===== config.mk =====
export PLATFORM = sky130hd
export DESIGN_NAME = imm_gen_stage
export DESIGN_NICKNAME = d
export VERILOG_FILES = /design/src/rtl/imm_pkg.sv /design/src/rtl/imm_format_decode.sv /design/src/rtl/imm_gen_stage.sv
export SDC_FILE = /design/constraint.sdc
export NUM_CORES = 1
export LEC_CHECK = 0
export CORE_MARGIN = 4
export CORE_UTILIZATION = 35
export DETAILED_ROUTE_END_ITERATION = 8
export PLACE_DENSITY = 0.67
export RECOVER_POWER = 50
export SLEW_MARGIN = 20
export SYNTH_ARGS = -nofsm -noshare
export SYNTH_HDL_FRONTEND = slang
export SYNTH_SLANG_ARGS = --single-unit

===== constraint.sdc =====
create_clock -name clk -period 3.45 [get_ports clk]
set_input_delay 0.69 -clock clk [delete_from_list [all_inputs] [get_ports clk]]
set_output_delay 0.69 -clock clk [all_outputs]
set_load 0.005 [all_outputs]

===== src/rtl/imm_pkg.sv =====
// Shared encodings for the immediate generator stage.
// Immediate-select codes and the buffer-occupancy state.
package imm_pkg;

  localparam logic [2:0] IMM_I = 3'b000;
  localparam logic [2:0] IMM_S = 3'b001;
  localparam logic [2:0] IMM_B = 3'b010;
  localparam logic [2:0] IMM_J = 3'b011;
  localparam logic [2:0] IMM_U = 3'b100;
  localparam logic [2:0] IMM_Z = 3'b101;

  typedef enum logic [1:0] {
    EMPTY = 2'd0,
    ONE   = 2'd1,
    TWO   = 2'd2
  } state_t;

endpackage


===== src/rtl/imm_format_decode.sv =====
// Combinational immediate extraction for I/S/B/J/U formats.
// Z (CSR uimm) format only when IMM_GEN_CSR_EN is defined.
module imm_format_decode
  import imm_pkg::*;
#(
  parameter int XLEN = 32
) (
  input  logic [31:0]     in_instr,
  input  logic [2:0]      in_immsrc,
  output logic [XLEN-1:0] imm,
  output logic            illegal
);

  logic [31:0] v;
  logic        unused_op;

  assign unused_op = ^in_instr[6:0];

  always_comb begin
    v       = '0;
    illegal = 1'b0;
    unique case (1'b1)
      (in_immsrc == IMM_I):
        v = {{20{in_instr[31]}}, in_instr[31:20]};
      (in_immsrc == IMM_S):
        v = {{20{in_instr[31]}}, in_instr[31:25],
             in_instr[11:7]};
      (in_immsrc == IMM_B):
        v = {{19{in_instr[31]}}, in_instr[31],
             in_instr[7], in_instr[30:25],
             in_instr[11:8], 1'b0};
      (in_immsrc == IMM_J):
        v = {{11{in_instr[31]}}, in_instr[31],
             in_instr[19:12], in_instr[20],
             in_instr[30:21], 1'b0};
      (in_immsrc == IMM_U):
        v = {in_instr[31:12], 12'b0};
`ifdef IMM_GEN_CSR_EN
      (in_immsrc == IMM_Z):
        v = {27'b0, in_instr[19:15]};
`endif
      default:
        illegal = 1'b1;
    endcase
  end

  // v[31] is clear for Z and illegal, so this is also a zero-extend there
  assign imm = XLEN'($signed(v));

endmodule


===== src/rtl/imm_gen_stage.sv =====
// Pipelined immediate generator with a 2-entry skid buffer.
// Optional CSR uimm (Z) format: define IMM_GEN_CSR_EN.
module imm_gen_stage
  import imm_pkg::*;
#(
  parameter int XLEN  = 32,
  parameter int TAG_W = 8
) (
  input  logic             clk,
  input  logic             reset,
  input  logic             flush,
  input  logic             in_valid,
  output logic             in_ready,
  input  logic [31:0]      in_instr,
  input  logic [2:0]       in_immsrc,
  input  logic [TAG_W-1:0] in_tag,
  output logic             out_valid,
  input  logic             out_ready,
  output logic [XLEN-1:0]  out_imm,
  output logic [TAG_W-1:0] out_tag,
  output logic             out_illegal,
  output logic             err_sticky,
  input  logic             err_clr
);

  state_t st, st_nx;

  logic [XLEN-1:0]  dec_imm;
  logic             dec_ill;
  logic [XLEN-1:0]  sk_imm;
  logic [TAG_W-1:0] sk_tag;
  logic             sk_ill;
  logic             acc, drn;
  logic             ld_dec, ld_skid, ld_sk;

  imm_format_decode #(.XLEN(XLEN)) u_dec (
    .in_instr  (in_instr),
    .in_immsrc (in_immsrc),
    .imm       (dec_imm),
    .illegal   (dec_ill)
  );

  assign in_ready  = (st != TWO);
  assign out_valid = (st != EMPTY);
  assign acc = in_valid && in_ready && !flush;
  assign drn = out_valid && out_ready;

  always_comb begin
    st_nx   = st;
    ld_dec  = 1'b0;
    ld_skid = 1'b0;
    ld_sk   = 1'b0;
    if (flush) begin
      st_nx = EMPTY;
    end else begin
      case (st)
        EMPTY: if (acc) begin
          st_nx  = ONE;
          ld_dec = 1'b1;
        end
        ONE: if (acc && drn) begin
          ld_dec = 1'b1;
        end else if (acc) begin
          st_nx = TWO;
          ld_sk = 1'b1;
        end else if (drn) begin
          st_nx = EMPTY;
        end
        TWO: if (drn) begin
          st_nx   = ONE;
          ld_skid = 1'b1;
        end
        default: st_nx = EMPTY;
      endcase
    end
  end

  always_ff @(posedge clk or posedge reset) begin
    if (reset) st <= EMPTY;
    else       st <= st_nx;
  end

  always_ff @(posedge clk or posedge reset) begin
    if (reset) begin
      out_imm     <= '0;
      out_tag     <= '0;
      out_illegal <= 1'b0;
    end else if (ld_dec) begin
      out_imm     <= dec_imm;
      out_tag     <= in_tag;
      out_illegal <= dec_ill;
    end else if (ld_skid) begin
      out_imm     <= sk_imm;
      out_tag     <= sk_tag;
      out_illegal <= sk_ill;
    end
  end

  always_ff @(posedge clk or posedge reset) begin
    if (reset) begin
      sk_imm <= '0;
      sk_tag <= '0;
      sk_ill <= 1'b0;
    end else if (ld_sk) begin
      sk_imm <= dec_imm;
      sk_tag <= in_tag;
      sk_ill <= dec_ill;
    end
  end

  // a new illegal accept outranks a same-cycle clear
  always_ff @(posedge clk or posedge reset) begin
    if (reset)                err_sticky <= 1'b0;
    else if (acc && dec_ill)  err_sticky <= 1'b1;
    else if (err_clr)         err_sticky <= 1'b0;
  end

endmodule


==> results of run 1 <==
layout by cell type, fill, tap and decap left out, types with 8 or more instances in the layout:
| cell type | netlist | final |
|---|---|---|
| a211oi_1 | 15 | 15 |
| a21oi_1 | 42 | 42 |
| a221o_1 | 8 | 8 |
| a22oi_1 | 8 | 8 |
| buf_4 | 2 | 8 |
| clkbuf_16 | 0 | 9 |
| clkdlybuf4s50_1 | 0 | 63 |
| dfrtp_1 | 85 | 85 |
| dlygate4sd3_1 | 0 | 22 |
| mux2i_1 | 17 | 17 |
| nand2_1 | 81 | 81 |
| nand3b_1 | 12 | 12 |
| nor2_1 | 18 | 18 |
| nor2b_1 | 17 | 18 |
| o21ai_0 | 31 | 31 |
worst min-delay path, delay by kind of cell, from the launching register on:
kind	cells	cell delay, ns
flip-flops	1	0.34
AND/OR/NAND/NOR	2	0.10
layer usage:
metal | wire length, um | global-route usage, % | share of wire (%)
met2 | 4570 | 24.0 | 45
met4 | 172 | 6.10 | 1.7
met1 | 4890 | 23.0 | 48
met3 | 593 | 3.47 | 5.8
met5 | 0 | 0 | 0
cells by family after synthesis:
family	after synthesis	synth area share (%)
compound gates	119	18.6
xor+xnor	1	0.219
buf+inv	35	5.34
flops	85	53.1
mux	21	5.37
simple gates	144	17.4
stage by stage:
stage	hold slack, ns	power, mW
floorplan	0.445	1.57
global placement	0.458	1.86
detailed placement	0.463	1.88
CTS	0.479	2.92
global route	0.498	3.02
finish	0.468	2.86
path summary, 6_finish.rpt:
check,to,slack [ns],cells past startpoint,from
worst max register to register,sk_imm[24],1.49,4,st[0]
min in group asynchronous,out_tag[0],1.24,2,reset
max in group asynchronous,out_imm[27],1.32,3,reset
worst min-delay path,out_tag[3],0.47,2,out_tag[3]
worst max-delay path,sk_imm[24],1.02,5,out_ready
worst min register to register,out_tag[3],0.47,2,out_tag[3]
power by group:
group / internal, mW / switching [mW]
clock network: 0.648 / 0.372
registers: 1.18 / 0.102
logic: 0.310 / 0.246
final cells by class:
| type | instances | area, um2 | area share [%] |
|---|---|---|---|
| sequential | 85 | 2130 | 40.5 |
| clock buffer | 11 | 243 | 4.62 |
| clock inverter | 4 | 72.6 | 1.38 |
| inverter | 4 | 16.3 | 0.310 |
| multi-input combinational | 285 | 1670 | 31.7 |
| tap | 140 | 175 | 3.34 |
| timing repair buffer | 95 | 951 | 18.1 |
registers in the layout, summed over array words and instances (netlist names):
name	count
err_sticky	1
out_illegal	1
out_imm	32
out_tag	8
sk_ill	1
sk_imm	32
sk_tag	8
st	2
==> flow_metrics.tcl, run 1 <==
set metrics [dict create \
    outcome "complete, but fails checks" \
    violations "max-capacitance violations, max-slew violations" \
    clockBufferDepth 2 \
    p_per_area_mw_per_mm2 545 \
    track_usage_pct 16.1 \
    clk_pin_slew_ns 0.06 \
    fin_ws_ns 1.02 \
    gp_congestion 0.768 \
    critical_path.slowest_cell "or3_2" \
    antenna_found_initial 0 \
    relSlewSlack_pct -16.4 \
    synth_area_mm2 0.00401 \
    synth_seq_cells 85 \
    wirelength_um 10200 \
    clock_sinks 85 \
    yosysSeqAreaShare_pct 53.1 \
    grt_pass1_vias 3288 \
    cts_buffers 9 \
    clkLatencyLatePin_ns 0.33 \
    final_max_slew_viol_count 38 \
    path_delay_family "simple AND/OR/NAND/NOR gates" \
    core_area_mm2 0.0110 \
    ys_async_sr_fraction_pct 100 \
    overflow 0 \
    hold_class "reg -> reg" \
    synth_flop_cell "dfrtp_1" \
    place_area_mm2 0.00494 \
    tns_ns 0 \
    post-route-period-util_pct 70.4 \
    yosysTopAreaCell "dfrtp_1" \
    rsz0062_at_grt "false" \
    first_pass_iters 4 \
    cts_setup_buffers 0 \
    wire_per_inst_um 16.4 \
    path_cells "clkdlybuf4s50_1 > nand2b_4 > or3_2 > nand2_1 > o21ai_0" \
    cp-end-kind "flip-flop" \
    period_minus_slack_ns 2.43 \
    cp_max_fo 59 \
    fin_nets 529 \
    final_cell_area_mm2 0.00525 \
    cts_tree "done" \
    final_cells 624 \
    die_area_mm2 0.0132 \
    drv_cap 1 \
    critPathRequiredTime_ns 3.62 \
    fp.dieW_um 115 \
    drive_gt1_share_pct 7.44 \
    syn_nets 454 \
    netlist_instances 405 \
    ios 93 \
    synthDistinctLibCells 37 \
    drt_iter0_drc 230 \
    cts_resized 0 \
    drc 0 \
    antenna_cells 0 \
    vdd_drop_max_mv 0.259 \
    cts_hold_buf 0 \
    p_leak_nw 2.31 \
    grt_first_pass_wirelength_um 16800 \
    yosysTopAreaCellShare_pct 53.1 \
    critical_path_buf_inv_count 1 \
    cpPeakStageDelay_ns 0.89 \
    syn_to_final_growth_pct 31.0 \
    fp.dieH_um 115 \
    cts_root_buffer "clkbuf_16" \
    pre_cts_slack_ns 0.672 \
    yosysMostFrequentCell "dfrtp_1" \
    synth-edff-count 0 \
    cp_data_arrival_time_ns 2.60 \
    avgSynthCellArea_um2 9.89 \
    setup-violations-final 0 \
    yosysWarnings 0 \
    ant_nets 0 \
    finClkSkew_ns 0.00789 \
    fill_cells 1062 \
    hold_viol_final 0 \
    fmax_mhz 412 \
    critPathLaunchType "input port" \
    worstMarginPinSlew_ns 1.74 \
    h-tree-depth 3 \
    grt_max_degree 60 \
    port_buffers 85 \
    start_util_pct 36.3 \
    dp.cells 609 \
    crit_type "in -> reg" \
    via_per_inst 5.19 \
    ys_top_cells_by_area "dfrtp_1 53%, nand2_1 7.6%, a21oi_1 5.2%, mux2i_1 4.2%, o21ai_0 3.9%" \
    fin_util_pct 47.6 \
    yosys-top-cells-count "85 x dfrtp_1, 81 x nand2_1, 42 x a21oi_1" \
    rows 38 \
    vias 3236 \
    dp_hpwl_um 6850 \
]
Note: power is estimated with default switching activity, not from simulation.
==> run 2: changes to the inputs <==
PLACE_DENSITY = 0.7   (was 0.67)
clock period = 2.2 ns   (was 3.45 ns; I/O delays follow)
==> run 2 against run 1 <==
The flow now finishes without violations; clock-buffer cell count fell by 1; design area increased by 2.6%; register-to-register slack worse by 1.2 ns; non-clock buffer count rose by 12; flip-flop and latch count stayed put; sequential power up 57%; first-iteration DRC count is 13% lower.
==> flow_metrics.tcl, run 2 (synthesis gave the netlist of run 1 again) <==
set metrics [dict create \
    final_common_cell "dfrtp_1" \
    power.clock.fraction_pct 37.2 \
    grt_max_degree 86 \
    post-route-period-util_pct 92.3 \
    syn_to_final_growth_pct 34.5 \
    grt_pass1_vias 3249 \
    clkLatencyLatePin_ns 0.33 \
    clk_pin_slew_ns 0.06 \
    track_usage_pct 15.8 \
    vdd_drop_max_mv 0.454 \
    cts_buffers 9 \
    drv_cap 0 \
    rows 38 \
    largestRegisters "out_imm (32), sk_imm (32)" \
    multi_input_area_mm2 0.00167 \
    first_pass_iters 4 \
    drive_gt1_share_pct 9.66 \
    path_delay_family "compound AO/OA/AOI/OAI gates" \
    switchingPower_mw 1.16 \
    clock_sinks 85 \
    cp_data_arrival_time_ns 2.29 \
    hold_class "reg -> reg" \
    fill_cells 1035 \
    gp_congestion 0.765 \
    fp.dieW_um 115 \
    wire_per_inst_um 16.0 \
    h-tree-depth 3 \
    fp.dieH_um 115 \
    dp.cells 621 \
    critPathLaunchType "input port" \
    regArea_mm2 0.00213 \
    drt_iter0_drc 201 \
    final_cell_area_mm2 0.00539 \
    dp_hpwl_um 6940 \
    cts_hold_buf 0 \
    fin_util_pct 48.9 \
    ant_nets 0 \
    start_util_pct 36.3 \
    finClkSkew_ns 0.00369 \
    setup-violations-final 0 \
    fmax_mhz 492 \
    clockBufferDepth 2 \
    rsz0062_at_grt "false" \
    period_minus_slack_ns 2.03 \
    via_per_inst 5.16 \
    p_per_area_mw_per_mm2 858 \
    core_area_mm2 0.0110 \
    final_cells 637 \
    cts_root_buffer "clkbuf_16" \
    grt_first_pass_wirelength_um 16600 \
    fin_nets 541 \
    swShare_pct 25.0 \
    port_buffers 85 \
    worstMarginPinSlew_ns 1.16 \
    path_cells "clkdlybuf4s50_1 > and4bb_4 > a31oi_2 > a221o_1" \
    place_area_mm2 0.00507 \
    cts_setup_buffers 0 \
    cts_resized 0 \
    die_area_mm2 0.0132 \
    antenna_cells 0 \
    critical_path_buf_inv_count 1 \
    total_power_mw 4.63 \
    layout_common_cells "85 x dfrtp_1, 81 x nand2_1, 65 x clkdlybuf4s50_1" \
    p_leak_nw 2.38 \
    vias 3289 \
    antenna_found_initial 0 \
    critPathRequiredTime_ns 2.46 \
    critical_path.slowest_cell "a31oi_2" \
    wirelength_um 10200 \
    cpPeakStageDelay_ns 0.80 \
    relSlewSlack_pct 22.4 \
    cp_max_fo 16 \
    seq_power_share_pct 43.6 \
    final_max_slew_viol_count 0 \
    ios 93 \
    outcome "completed" \
    crit_type "in -> reg" \
    drc 0 \
    hold_viol_final 0 \
    cp-end-kind "flip-flop" \
    p_int_mw 3.47 \
    power_frac_comb_pct 19.2 \
    cts_tree "done" \
    whs_ns 0.469 \
    overflow 0 \
]
[run 2: cell count changes in the layout (fill, tap and decap cells not counted)]
| cell | delta |
|---|---|
| buf_12 | +2 |
| clkbuf_8 | -1 |
| buf_4 | +8 |
| clkinv_4 | +1 |
| clkinvlp_2 | -1 |
| clkinvlp_4 | +1 |
| clkbuf_4 | +1 |
| dlygate4sd3_1 | -2 |
| clkbuf_1 | +1 |
| bufinv_16 | +1 |
| clkdlybuf4s50_1 | +2 |
[run 2: final cells by class]
cell class                      instances  share of cell area (%)
Inverter                                4                   0.348
Tap cell                              140                    3.25
Clock inverter                          6                    2.07
Sequential cell                        85                    39.5
Clock buffer                           10                    4.25
Multi-Input combinational cell        285                    30.9
Timing Repair Buffer                  107                    19.7
[run 2: worst register-to-register path, cell delays in order (launching register included)]
cell	delay, ns
dfrtp_1	0.47
and4bb_4	0.26
a31oi_2	0.80
a221o_1	0.28
[run 2: final timing paths]
path | slack [ns] | to | startpoint | cells past startpoint
max in group asynchronous | 0.44 | out_imm[14] | reset | 3
worst max-delay path | 0.17 | out_imm[0] | flush | 4
worst min register to register | 0.47 | out_tag[4] | out_tag[4] | 2
min in group asynchronous | 1.02 | out_imm[10] | reset | 3
worst max register to register | 0.33 | out_imm[0] | st[0] | 3
worst min-delay path | 0.47 | out_tag[4] | out_tag[4] | 2
[run 2: routing by layer]
layer | track usage (%) | part of all wire (%) | wire, um | vias up
li1 | - | - | - | 1587
met5 | 0 | 0 | 0 | -
met4 | 3.76 | 0.87 | 89 | 0
met1 | 22.6 | 47 | 4770 | 1600
met3 | 3.84 | 6.3 | 642 | 9
met2 | 24.2 | 46 | 4680 | 93
[run 2: power groups by stage]
| stage | Clock, mW | Combinational, mW | Sequential (mW) |
|---|---|---|---|
| 6_report | 1.72 | 0.887 | 2.02 |
| 5_1_grt | 1.84 | 0.995 | 2.05 |
| 4_1_cts | 1.77 | 0.930 | 2.02 |
| 3_5_place_dp | 0 | 0.927 | 2.05 |
| 3_3_place_gp | 0 | 0.900 | 2.03 |
| 2_1_floorplan | 0 | 0.437 | 2.02 |
[run 2: through the flow]
stage | worst slack (ns) | setup TNS, ns
final | 0.169 | 0
after CTS | 0.149 | 0
after global placement | -0.133 | -1.69
after global routing | 0.0787 | 0
after detailed placement | -0.193 | -2.45
after floorplan | 0.556 | 0
==> run 3: changes to the inputs <==
CORE_MARGIN = not set   (was 4)
REMOVE_ABC_BUFFERS = 1   (was not set)
==> run 3 against run 2 <==
Non-clock buffer count is 2 higher; global-route usage is 1.8 points higher; total power is 2.3% lower; worst setup slack better by 0.019 ns; combinational power is 0.8% higher; sequential power hardly changed; largest power group unchanged; sequential share of layout area hardly changed; flip-flop and latch count stayed put; maximum frequency is 0.93% higher; utilization is 0.27 points higher; critical path depth is 1 lower; design area is 0.12% higher; largest cell class unchanged.
==> flow_metrics.tcl, run 3 (synthesis gave the netlist of run 1 again) <==
set metrics [dict create \
    outcome "completed" \
    cp_data_arrival_time_ns 1.57 \
    post-route-period-util_pct 91.5 \
    p_leak_nw 2.38 \
    fmax_mhz 497 \
    relSlewSlack_pct 16.8 \
    critPathRequiredTime_ns 1.76 \
    setup-violations-final 0 \
    hold_depth 2 \
    drt_iter0_drc 167 \
    core_area_mm2 0.0110 \
    crit_type "reg -> out" \
    first_pass_iters 4 \
    grt_pass1_vias 3102 \
    critical_path.slowest_cell "clkdlybuf4s50_1" \
    cts_setup_buffers 0 \
    wirelength_um 9950 \
    ios 93 \
    cts_root_buffer "clkbuf_16" \
    antenna_found_initial 0 \
    wire_per_inst_um 15.6 \
    cts_tree "done" \
    whs_ns 0.472 \
    grt_max_degree 60 \
    dp_hpwl_um 6780 \
    port_buffers 85 \
    rows 38 \
    vdd_drop_max_mv 0.389 \
    syn_to_final_growth_pct 34.7 \
    final_common_cell "dfrtp_1" \
    clock_sinks 85 \
    drive_gt1_share_pct 10.0 \
    layout_common_cells "85 x dfrtp_1, 81 x nand2_1, 66 x clkdlybuf4s50_1" \
    clockBufferDepth 2 \
    h-tree-depth 3 \
    clk_pin_slew_ns 0.06 \
    drv_cap 0 \
    cp-end-kind "primary output" \
    fin_nets 543 \
    worstMarginPinSlew_ns 1.24 \
    cp_max_fo 8 \
    cts_hold_buf 0 \
    fp.dieW_um 109 \
    start_util_pct 36.5 \
    rsz0062_at_grt "false" \
    fp.dieH_um 109 \
    gp_congestion 0.827 \
    via_per_inst 5.11 \
    period_minus_slack_ns 2.01 \
    r2r_cells 5 \
    grt_first_pass_wirelength_um 16000 \
    die_area_mm2 0.0119 \
    tns_ns 0 \
    finClkSkew_ns 0.00478 \
    ant_nets 0 \
    path_cells "and2b_1 > inv_1 > clkdlybuf4s50_1" \
    track_usage_pct 17.6 \
    overflow 0 \
    hold_viol_final 0 \
    vias 3266 \
    drc 0 \
    cts_resized 0 \
    largestRegisters "out_imm (32), sk_imm (32)" \
    clkLatencyLatePin_ns 0.33 \
    hold_class "reg -> reg" \
    critPathLaunchType "flip-flop" \
    final_max_slew_viol_count 0 \
    cts_buffers 9 \
    cpPeakStageDelay_ns 0.49 \
    p_per_area_mw_per_mm2 838 \
    antenna_cells 0 \
]
run 3: power breakdown:
part / leakage (nW) / internal (mW) / switching, mW
clock network: 0.153 / 0.995 / 0.612
registers: 1.08 / 1.86 / 0.162
logic: 1.14 / 0.509 / 0.385
total: 2.38 / 3.36 / 1.16
run 3: worst max-delay path, delay by kind of cell, from the launching register on:
kind	cells	cell delay [ns]
buf+inv	2	0.55
simple gates	1	0.23
flops	1	0.47
run 3: worst paths after layout:
kind	start	to	slack, ns
max	st[1]	in_ready	0.19
min	out_tag[6]	out_tag[6]	0.47
max reg2reg	st[1]	out_imm[2]	0.51
min reg2reg	out_tag[6]	out_tag[6]	0.47
max in group asynchronous	reset	sk_imm[27]	0.37
min in group asynchronous	reset	st[1]	0.82
run 3: final cells by class:
cell class	count	area (um2)
multi-input cells	285	1670
well taps	140	175
fillers	1014	5590
flip-flops and latches	85	2130
clock inverters	6	86.3
repair buffers	109	1090
inverters	4	16.3
clock buffers	10	229
run 3: per-layer routing:
layer,up-vias,global-route usage (%),wire length [um]
met5,-,0,0
met4,0,4.34,101
met3,8,3.95,439
met2,79,26.9,4590
met1,1588,25.2,4820
li1,1591,-,-
run 3: stage by stage:
step                worst slack [ns]  std cells  power, mW  instance area (um2)  utilization (%)
detailed placement           -0.0466        623       2.98                 5100             46.5
CTS                            0.163        639       4.61                 5420             49.3
global placement             -0.0423        623       2.93                 5100             46.5
floorplan                     -0.433        374       2.43                 3810                -
finish                         0.188        639       4.52                 5400             49.1
global route                   0.108        639       4.77                 5400             49.1
